**config.mk**
```make
export PLATFORM = sky130hd
export DESIGN_NAME = mux_arb_nto1_reg_flat
export DESIGN_NICKNAME = d
export VERILOG_FILES = /design/src/rtl/mux_arb_nto1_reg_if.sv /design/src/rtl/mux_arb_nto1_reg.sv /design/src/flat_wrapper.sv
export SDC_FILE = /design/constraint.sdc
export NUM_CORES = 1
export LEC_CHECK = 0
export ABC_CLOCK_PERIOD_IN_PS = 1600
export CORE_UTILIZATION = 38
export DETAILED_ROUTE_END_ITERATION = 12
export GPL_TIMING_DRIVEN = 0
export PLACE_DENSITY = 0.91
export SETUP_SLACK_MARGIN = 0.05
export SYNTH_ARGS = -nofsm -noshare
export SYNTH_HDL_FRONTEND = slang
export SYNTH_SLANG_ARGS = --single-unit
```
**constraint.sdc**
```tcl
create_clock -name clk -period 1.6 [get_ports clk]
set_clock_uncertainty 0.1 [all_clocks]
set_input_delay 0.4 -clock clk [delete_from_list [all_inputs] [get_ports clk]]
set_output_delay 0.4 -clock clk [all_outputs]
set_load 0.01 [all_outputs]
```
**src/rtl/mux_arb_nto1_reg_if.sv**
```systemverilog
// Handshake bundle for mux_arb_nto1_reg: CHANNELS valid/ready sources in,
// one registered valid/ready word out.
interface mux_arb_nto1_reg_if #(
    parameter int WIDTH    = 32,
    parameter int CHANNELS = 4
);
    localparam int SEL_W = $clog2(CHANNELS);

    logic [CHANNELS-1:0]       in_valid;
    logic [CHANNELS*WIDTH-1:0] in_data;
    logic [CHANNELS-1:0]       in_ready;
    logic                      out_valid;
    logic [WIDTH-1:0]          out_data;
    logic [SEL_W-1:0]          out_sel;
    logic                      out_ready;

    modport slave (
        input  in_valid,
        input  in_data,
        input  out_ready,
        output in_ready,
        output out_valid,
        output out_data,
        output out_sel
    );

    modport master (
        output in_valid,
        output in_data,
        output out_ready,
        input  in_ready,
        input  out_valid,
        input  out_data,
        input  out_sel
    );
endinterface

```
**src/rtl/mux_arb_nto1_reg.sv**
```systemverilog
// N:1 arbitrated mux with a registered output stage.
// ARB_MUX_RR_EN selects round-robin; default is fixed priority (lowest index).
module mux_arb_nto1_reg #(
    parameter int WIDTH    = 32,
    parameter int CHANNELS = 4
) (
    input  logic                  clk,
    input  logic                  rst_n,
    mux_arb_nto1_reg_if.slave     bus
);
    localparam int SEL_W = $clog2(CHANNELS);

    logic                out_valid_q, out_valid_d;
    logic [WIDTH-1:0]    out_data_q, out_data_d;
    logic [SEL_W-1:0]    out_sel_q, out_sel_d;
    logic                load_en;
    logic                any_req;
    logic [CHANNELS-1:0] grant;
    logic [SEL_W-1:0]    grant_idx;

`ifdef ARB_MUX_RR_EN
    logic [SEL_W-1:0]    last_q, last_d;
    logic                hi_found;

    // Search above the last grant first, then wrap to the low indices.
    always_comb begin
        grant     = '0;
        grant_idx = '0;
        any_req   = 1'b0;
        hi_found  = 1'b0;
        for (int i = 0; i < CHANNELS; i++) begin
            if (bus.in_valid[i] && (i > int'(last_q)) && !hi_found) begin
                hi_found  = 1'b1;
                any_req   = 1'b1;
                grant_idx = SEL_W'(i);
            end
        end
        for (int i = 0; i < CHANNELS; i++) begin
            if (bus.in_valid[i] && !any_req) begin
                any_req   = 1'b1;
                grant_idx = SEL_W'(i);
            end
        end
        if (any_req) begin
            grant[grant_idx] = 1'b1;
        end
    end
`else
    always_comb begin
        grant     = '0;
        grant_idx = '0;
        any_req   = 1'b0;
        for (int i = 0; i < CHANNELS; i++) begin
            if (bus.in_valid[i] && !any_req) begin
                any_req   = 1'b1;
                grant_idx = SEL_W'(i);
            end
        end
        if (any_req) begin
            grant[grant_idx] = 1'b1;
        end
    end
`endif

    assign load_en = !out_valid_q || bus.out_ready;

    always_comb begin
        out_valid_d = out_valid_q;
        out_data_d  = out_data_q;
        out_sel_d   = out_sel_q;
`ifdef ARB_MUX_RR_EN
        last_d      = last_q;
`endif
        if (load_en) begin
            if (any_req) begin
                out_valid_d = 1'b1;
                out_data_d  = bus.in_data[int'(grant_idx)*WIDTH +: WIDTH];
                out_sel_d   = grant_idx;
`ifdef ARB_MUX_RR_EN
                last_d      = grant_idx;
`endif
            end else begin
                out_valid_d = 1'b0;
            end
        end
    end

    always_ff @(posedge clk) begin
        if (!rst_n) begin
            out_valid_q <= 1'b0;
            out_data_q  <= '0;
            out_sel_q   <= '0;
`ifdef ARB_MUX_RR_EN
            last_q      <= SEL_W'(CHANNELS-1);
`endif
        end else begin
            out_valid_q <= out_valid_d;
            out_data_q  <= out_data_d;
            out_sel_q   <= out_sel_d;
`ifdef ARB_MUX_RR_EN
            last_q      <= last_d;
`endif
        end
    end

    assign bus.in_ready  = rst_n ? (grant & {CHANNELS{load_en}}) : '0;
    assign bus.out_valid = out_valid_q;
    assign bus.out_data  = out_data_q;
    assign bus.out_sel   = out_sel_q;
endmodule

```
**src/flat_wrapper.sv**
```systemverilog
// flat-port wrapper written by rule: the top's interface ports become plain ports
module mux_arb_nto1_reg_flat 
#(
    parameter int WIDTH    = 32,
    parameter int CHANNELS = 4
)
  (clk, rst_n, bus_in_valid, bus_in_data, bus_out_ready, bus_in_ready, bus_out_valid, bus_out_data, bus_out_sel);
  mux_arb_nto1_reg_if #(.WIDTH(WIDTH), .CHANNELS(CHANNELS)) bus_i ();
  input  logic clk;
  input  logic rst_n;
  input wire logic [$bits(bus_i.in_valid)-1:0] bus_in_valid;
  input wire logic [$bits(bus_i.in_data)-1:0] bus_in_data;
  input wire logic [$bits(bus_i.out_ready)-1:0] bus_out_ready;
  output wire logic [$bits(bus_i.in_ready)-1:0] bus_in_ready;
  output wire logic [$bits(bus_i.out_valid)-1:0] bus_out_valid;
  output wire logic [$bits(bus_i.out_data)-1:0] bus_out_data;
  output wire logic [$bits(bus_i.out_sel)-1:0] bus_out_sel;
  assign bus_i.in_valid = bus_in_valid;
  assign bus_i.in_data = bus_in_data;
  assign bus_i.out_ready = bus_out_ready;
  assign bus_in_ready = bus_i.in_ready;
  assign bus_out_valid = bus_i.out_valid;
  assign bus_out_data = bus_i.out_data;
  assign bus_out_sel = bus_i.out_sel;
  mux_arb_nto1_reg #(.WIDTH(WIDTH), .CHANNELS(CHANNELS)) u_core (.clk(clk), .rst_n(rst_n), .bus(bus_i));
endmodule
```
=== Word-level counts from Yosys, hierarchy flattened ===
Cells that the tools add are included.

* Register bits: 35
* Input port bits: 135
* Output and inout bits: 39
* Logic and storage cells: 29

* Order comparisons: 2
* Shift-type cells: 1
* Muxes and demuxes: 12
* Bitwise logic cells: 1
* Reductions and logical operators: 10

{| class="wikitable"
|+ Operator list
! kind !! count
|-
| $shiftx 128x8->32 || 1
|-
| $mux 4 || 2
|-
| $mux 1 || 7
|-
| $and 4x4->4 || 1
|-
| $logic_and 1x1->1 || 4
|-
| $logic_not 1->1 || 4
|-
| $mux 2 || 2
|-
| $lt 2x3->1 const B || 1
|-
| $demux 1 s2 || 1
|-
| $ge 2x1->1 const B || 1
|-
| $reduce_and 2->1 || 1
|-
| $logic_or 1x1->1 || 1
|}

=== Depth between registers and ports, before layout ===
Gate-level depths: netlist of the first run.

* Word-level depth: 17
* Mapped depth: 7
* Gate-level depth less buffers: 4

=== Worst setup path after synthesis of the first run ===
OpenSTA, ideal clock, no wires.

* Path type: input to output
* Start point: input bus_in_valid[0]
* End point: output bus_in_ready[1]
* Arrival: 1161 ps
* Data required time: 1100 ps
* Setup slack: -61 ps
* Cell stages on the path: 4
* Buffers on the path: 3
* Cells stage by stage: buf_6 buf_2 buf_2 nor3b_1

* Longest elaborated chain between the ends: 17
* Elaborated cells between the ends (all ways): 21
* Those cells by class: 2 x order compare; 11 x mux; 1 x bitwise; 7 x reduce/logical

{| class="wikitable"
|+ Ends and longest elaborated chain
! element !! line !! text
|-
| start: declaration || flat_wrapper.sv:11 || <nowiki>input wire logic [$bits(bus_i.in_valid)-1:0] bus_in_valid;</nowiki>
|-
| $mux 1 * || mux_arb_nto1_reg.sv:54 || <nowiki>if (bus.in_valid[i] && !any_req) begin</nowiki>
|-
| $logic_not 1->1 || mux_arb_nto1_reg.sv:54 ||
|-
| $logic_and 1x1->1 || mux_arb_nto1_reg.sv:54 ||
|-
| $mux 1 || mux_arb_nto1_reg.sv:54 ||
|-
| $logic_not 1->1 || mux_arb_nto1_reg.sv:54 ||
|-
| $logic_and 1x1->1 || mux_arb_nto1_reg.sv:54 ||
|-
| $mux 1 || mux_arb_nto1_reg.sv:54 ||
|-
| $logic_not 1->1 || mux_arb_nto1_reg.sv:54 ||
|-
| $logic_and 1x1->1 || mux_arb_nto1_reg.sv:54 ||
|-
| $mux 2 || mux_arb_nto1_reg.sv:54 ||
|-
| $lt 2x3->1 (not written as such) or $ge 2x1->1 (tied branches) || mux_arb_nto1_reg.sv:60 || <nowiki>grant[grant_idx] = 1'b1;</nowiki>
|-
| $logic_and 1x1->1 (not written as such) || mux_arb_nto1_reg.sv:60 ||
|-
| $mux 1 (not written as such) || mux_arb_nto1_reg.sv:60 ||
|-
| $demux 1 s2 || -- ||
|-
| $mux 4 * || mux_arb_nto1_reg.sv:59 || <nowiki>if (any_req) begin</nowiki>
|-
| $and 4x4->4 * || mux_arb_nto1_reg.sv:106 || <nowiki>assign bus.in_ready = rst_n ? (grant & {CHANNELS{load_en}}) : '0;</nowiki>
|-
| $mux 4 * || mux_arb_nto1_reg.sv:106 ||
|-
| end: declaration || flat_wrapper.sv:14 || <nowiki>output wire logic [$bits(bus_i.in_ready)-1:0] bus_in_ready;</nowiki>
|}

Every way passes the cells marked *; elsewhere a longest branch is shown, timed or not.

=== Final worst setup path of the first run ===
* Start point: register u_core.out_valid_q (netlist: u_core.bus.out_valid)
* End point: output bus_in_ready[1]

* Longest elaborated chain between the ends: 4

{| class="wikitable"
|+ Ends and longest elaborated chain
! element !! line !! text
|-
| start: declaration || mux_arb_nto1_reg.sv:13 || <nowiki>logic out_valid_q, out_valid_d;</nowiki>
|-
| start signal: assignment || mux_arb_nto1_reg.sv:97 || <nowiki>out_valid_q <= out_valid_d;</nowiki>
|-
| $logic_not 1->1 || mux_arb_nto1_reg.sv:65 || <nowiki>assign load_en = !out_valid_q || bus.out_ready;</nowiki>
|-
| $logic_or 1x1->1 || mux_arb_nto1_reg.sv:65 ||
|-
| $and 4x4->4 || mux_arb_nto1_reg.sv:106 ||
|-
| $mux 4 || mux_arb_nto1_reg.sv:106 ||
|}

No other way between the ends.

==> results_dict.tcl, run 1 <==
set metrics [dict create \
    run_status "complete, but fails checks" \
    violations "setup timing" \
    cts_buffers 5 \
    cts_tree "yes" \
    core-area_sq_mm 0.00725 \
    place_congestion 0.862 \
    period_needed_ns 1.67 \
    dp_hpwl_um 8680 \
    critPathLaunchType "register" \
    pwr_density_cell_mw_per_mm2 553 \
    drt_iter0_drc 165 \
    max_freq_mhz 598 \
    fillerInstances 661 \
    fin_ws_ns -0.0717 \
    reg2reg_depth 5 \
    antenna_found_initial 0 \
    ys_top_cells_by_area "dfxtp_1, nand3b_1, a21oi_1, a211oi_1, nand2b_1" \
    cap_violations 0 \
    wl_per_cell_um 17.4 \
    worst_slew_margin_rel_pct 65.4 \
    syn_area_per_cell_sq_um 7.40 \
    clockBufferDepth 2 \
    dieArea_sq_mm 0.00787 \
    setup_tns_ns -0.165 \
    grt.overflow.total 0 \
    hold-worst-slack_ns 0.346 \
    ys_warn_count 0 \
    start_util_pct 39.4 \
    worst_setup_path_end_kind "primary output" \
    synthesis.nets 521 \
    grt_max_degree 11 \
    grt_pass1_vias 3689 \
    p_total_mw 2.69 \
    synth_largest_area_cell "dfxtp_1" \
    hold_path.class "input port to register" \
    rsz0062_at_grt "yes" \
    worstMarginPinSlew_ns 0.520 \
    ys_seq_area_share_pct 24.5 \
    area_growth_pct 70.0 \
    crit_fanout 3 \
    fin_nets 708 \
    setup_viol 3 \
    worstHoldPathCells 3 \
    htreeDepth 2 \
    grt_pass1_wl_um 17600 \
    synthCells 386 \
    grtUsageTotal_pct 29.2 \
    yosys.area.top_type_share_pct 24.5 \
    antenna_cells 0 \
    clock-sinks 35 \
    ir_drop_mv 0.347 \
    antenna_left 0 \
    rows 31 \
    drive_gt1_share_pct 16.3 \
    synth-seq-cells 35 \
    hold_viol 0 \
    seq_area_sq_um 702 \
    multiInputGateArea_sq_mm 0.00192 \
    drc 0 \
    vias 3733 \
    routed_wl_um 11700 \
    clock_latency_ns 0.27 \
    chipWidth_um 88.7 \
    io_buffers 170 \
    cp.arrival_ns 1.17 \
    cts-hold-fix-buffers 0 \
    path_class "register to primary output" \
    io_pins 174 \
    cp_data_required_time_ns 1.10 \
    drv_slew 0 \
    p_leak_nw 1.86 \
    die_h_um 88.7 \
    first_pass_iters 5 \
    fin_crit_sh_pct 104 \
    cts-root-buf "clkbuf_8" \
    yosysUniqueCellTypes 27 \
    syn_area_sq_mm 0.00286 \
    post_drt_via_cell_ratio 5.56 \
    clk_pin_slew_ns 0.07 \
]
[through the flow]
| stage | instance area [sq um] | instances | setup WS (ns) | utilization, % |
|---|---|---|---|---|
| 2_1_floorplan | 2870 | 386 | 0.0376 | - |
| 3_3_place_gp | 4700 | 655 | -1.08 | 64.8 |
| 3_5_place_dp | 4700 | 655 | -1.12 | 64.8 |
| 4_1_cts | 4850 | 670 | -0.0493 | 66.8 |
| 5_1_grt | 4860 | 671 | -0.0909 | 66.9 |
| 6_report | 4860 | 671 | -0.0717 | 66.9 |
[state kept, by name (all words and copies together) (netlist names)]
signal	cells
u_core.bus.out_sel	2
u_core.bus.out_valid	1
u_core.bus.out_data	32
[layout by cell type, fill, tap and decap left out, types with 5 or more instances in the layout]
master and n:
clkbuf_8 5, a21oi_2 23, clkbuf_2 10, clkbuf_1 6, dlygate4sd2_1 35, a21oi_1 72
nand3b_1 62, o21ai_0 20, clkdlybuf4s50_1 128, buf_4 10, dfxtp_1 34, buf_2 18
a211oi_1 31, nand2b_1 32, o21ai_1 14, buf_6 14, nand2_1 34
[critical path, cell delays in order (launching register included)]
cell,delay [ns]
dfxtp_2,0.34
nand2b_4,0.08
and2_4,0.15
nor3b_2,0.17
buf_2,0.16
[report_power, final]
group | switching (mW) | internal [mW]
logic | 0.490 | 0.615
registers | 0.0447 | 0.954
clock network | 0.292 | 0.290
[cell usage after synthesis, drive strengths merged]
cell type and instances:
nand2 34, nand2b 33, a21boi 1, or2 1, a31oi 1, o221a 1
nor2 4, o21ai 34, dfxtp 35, nor3b 2, nor2b 2, nand3b 62
and3 2, mux2i 1, and2 1, nor4 1, clkbuf 14, a21oi 95
buf 30, inv 1, a211oi 31
[layer usage]
metal | up-vias | wire (um) | GRT usage [%] | share of wire, %
met2 | 206 | 5830 | 53.4 | 50
met3 | 27 | 1020 | 6.72 | 8.7
met1 | 1740 | 4590 | 32.7 | 39
li1 | 1760 | - | - | -
met4 | 0 | 254 | 11.6 | 2.2
met5 | - | 0 | 0 | 0
[repair_timing]
action                     in CTS  in global routing
setup endpoints to repair      73                 30
gates cloned                    0                  0
pin swaps                       2                  0
buffers inserted                9                  1
resized for setup              84                 15
[worst paths after layout]
kind	end	slack [ns]	startpoint
max	bus_in_ready[1]	-0.07	u_core.bus.out_valid
min	u_core.bus.out_valid	0.35	bus_in_valid[1]
max reg2reg	u_core.bus.out_data[19]	0.19	u_core.bus.out_valid
min reg2reg	u_core.bus.out_data[26]	0.43	u_core.bus.out_data[26]
[cell families after synthesis]
family / share of synthesized area, %
AOI/OAI and AO/OA: 34.6
buffers and inverters: 9.29
DFF: 24.5
muxes: 0.350
and+or+nand+nor: 31.2
[area by class of cell]
type | count | share of cell area, %
tap | 99 | 2.55
inverter | 1 | 0.0773
multi-input combinational | 306 | 39.6
buffer | 44 | 6.57
timing repair buffer | 180 | 35.3
clock buffer | 6 | 1.49
sequential | 35 | 14.5
Note: power is estimated with default switching activity, not from simulation.
==> run 2, diff against run 1 <==
--- a/config.mk
+++ b/config.mk
@@ -6,6 +6,7 @@
 export NUM_CORES = 1
 export LEC_CHECK = 0
 export ABC_CLOCK_PERIOD_IN_PS = 1600
+export CORE_ASPECT_RATIO = 0.5
 export CORE_UTILIZATION = 38
 export DETAILED_ROUTE_END_ITERATION = 12
 export GPL_TIMING_DRIVEN = 0
==> run 2 against run 1 <==
Net effect:
- the run still ends with setup timing left
- non-clock buffer count is 1 higher
- die area is 0.27% higher
- final cell count is 0.60% lower
- combinational power hardly changed
- total power is 18% higher
- largest cell class unchanged
==> results_dict.tcl, run 2 (synthesis gave the netlist of run 1 again) <==
set metrics [dict create \
    run_status "complete, but fails checks" \
    violations "setup timing" \
    place_congestion 0.840 \
    first_pass_iters 5 \
    dp_slack_ns -1.08 \
    setup_viol 3 \
    post-route-util_pct 71.0 \
    chipWidth_um 125 \
    dp_hpwl_um 8400 \
    clockBufferDepth 2 \
    period_needed_ns 1.67 \
    critPathLaunchType "input port" \
    hold_viol 0 \
    power_frac_seq_pct 31.4 \
    switching_share_pct 29.6 \
    final_common_cell "clkdlybuf4s50_1" \
    grt.overflow.total 0 \
    rows 21 \
    power.internal_mw 2.24 \
    routed.top_layer "met4" \
    dieArea_sq_mm 0.00789 \
    critical_path.cell_chain "buf_8, buf_6, buf_8, nor2_4, and3_4, buf_6" \
    cts_tree "yes" \
    cp_slowest_stage_delay_ns 0.19 \
    start_util_pct 41.0 \
    met3WireLength_um 785 \
    seq_area_sq_um 702 \
    drv_slew 0 \
    grtUsageTotal_pct 29.0 \
    cap_violations 0 \
    clk_pin_slew_ns 0.05 \
    dp.cells 648 \
    core-area_sq_mm 0.00696 \
    finalNonFillerCells 667 \
    routed_wl_um 12100 \
    fillerInstances 548 \
    area_growth_pct 73.1 \
    p_switching_mw 0.938 \
    fin_nets 709 \
    io_pins 174 \
    clkPwrFrac_pct 33.5 \
    drt_iter0_drc 334 \
    clock-sinks 35 \
    worst_setup_path_end_kind "primary output" \
    antenna_cells 0 \
    multiInputGateArea_sq_mm 0.00193 \
    grt_max_degree 11 \
    fin_crit_sh_pct 104 \
    grt_pass1_vias 3705 \
    cp_data_required_time_ns 1.10 \
    rsz0062_at_grt "yes" \
    cts-root-buf "clkbuf_16" \
    p_leak_nw 1.90 \
    cts-hold-fix-buffers 0 \
    worstMarginPinSlew_ns 0.511 \
    drive_gt1_share_pct 16.3 \
    path_class "input port to primary output" \
    grt_pass1_wl_um 18300 \
    htreeDepth 2 \
    hold_path.class "input port to register" \
    cts_buffers 5 \
    drc 0 \
    antenna_found_initial 0 \
    setup_tns_ns -0.161 \
    pwr_density_cell_mw_per_mm2 642 \
    wl_per_cell_um 18.1 \
    cp.arrival_ns 1.17 \
    final_cell_mix "clkdlybuf4s50_1, a21oi_1, nand3b_1, dlygate4sd2_1, dfxtp_1" \
    post_drt_via_cell_ratio 5.73 \
    worst_slew_margin_rel_pct 66.0 \
    fin_ws_ns -0.0655 \
    largest_reg_flops 32 \
    io_buffers 170 \
    clock_latency_ns 0.29 \
    die_h_um 63.3 \
    met2_length_um 5860 \
    antenna_left 0 \
    vias 3822 \
    crit_fanout 4 \
    max_freq_mhz 600 \
    drt-met1-wl_um 4950 \
    p_total_mw 3.17 \
    cp_slowest_cell "and3_4" \
    ir_drop_mv 0.468 \
    pwr-share-comb_pct 35.1 \
]
==> run 2: changes by cell type in the layout (fill, tap and decap cells not counted), moves of 2 or more <==
cell       previous run  this run
clkbuf_2             10         6
clkbuf_1              6        10
clkbuf_16             0         5
o21ai_1              14        12
buf_4                10        12
buf_8                 2         5
o21ai_0              20        22
buf_6                14        11
clkbuf_8              5         2
==> run 2: critical path, delay by kind of cell <==
kind	cells	cell delay (ns)
and+or+nand+nor	2	0.32
buffers and inverters	4	0.43
==> run 2: repair_timing <==
action,4_1_cts,5_1_grt
pin swaps,3,6
setup endpoints to repair,73,33
buffers inserted,9,2
cloned,0,0
gates resized for setup,84,7
==> run 2: path summary, 6_finish.rpt <==
kind              cells past startpoint                 endpoint                    from  slack [ns]
hold reg to reg                       2   u_core.bus.out_data[7]  u_core.bus.out_data[7]        0.41
hold / removal                        3     u_core.bus.out_valid           bus_out_ready        0.36
setup / recovery                      6          bus_in_ready[2]         bus_in_valid[1]       -0.07
setup reg to reg                      7  u_core.bus.out_data[17]    u_core.bus.out_valid        0.03
==> run 2: power by group through the flow <==
stage                     clock network (mW)  logic, mW  registers, mW
after global routing                    1.10       1.18           1.00
after CTS                               1.05       1.08          0.993
after detailed placement                   0       1.10           1.01
after global placement                     0       1.08           1.01
final                                   1.06       1.11          0.996
after floorplan                            0      0.439           1.05
==> run 2: layout make-up <==
cell class	instances	share of cell area [%]
multi-input cells	306	39.0
flip-flops and latches	35	14.2
inverters	1	0.0759
repair buffers	181	34.8
clock buffers	8	3.16
well taps	92	2.33
plain buffers	44	6.38
==> run 2: per-layer routing <==
layer,track usage [%],vias to the layer above
met5,0,-
met1,34.2,1807
met3,6.37,52
met4,13.1,0
met2,50.6,194
li1,-,1769
==> run 2: stage by stage <==
step                hold WS [ns]  cell area [sq um]
floorplan                  0.436               2870
CTS                        0.336               4910
finish                     0.359               4940
global placement           0.405               4690
global route               0.378               4940
detailed placement         0.411               4690
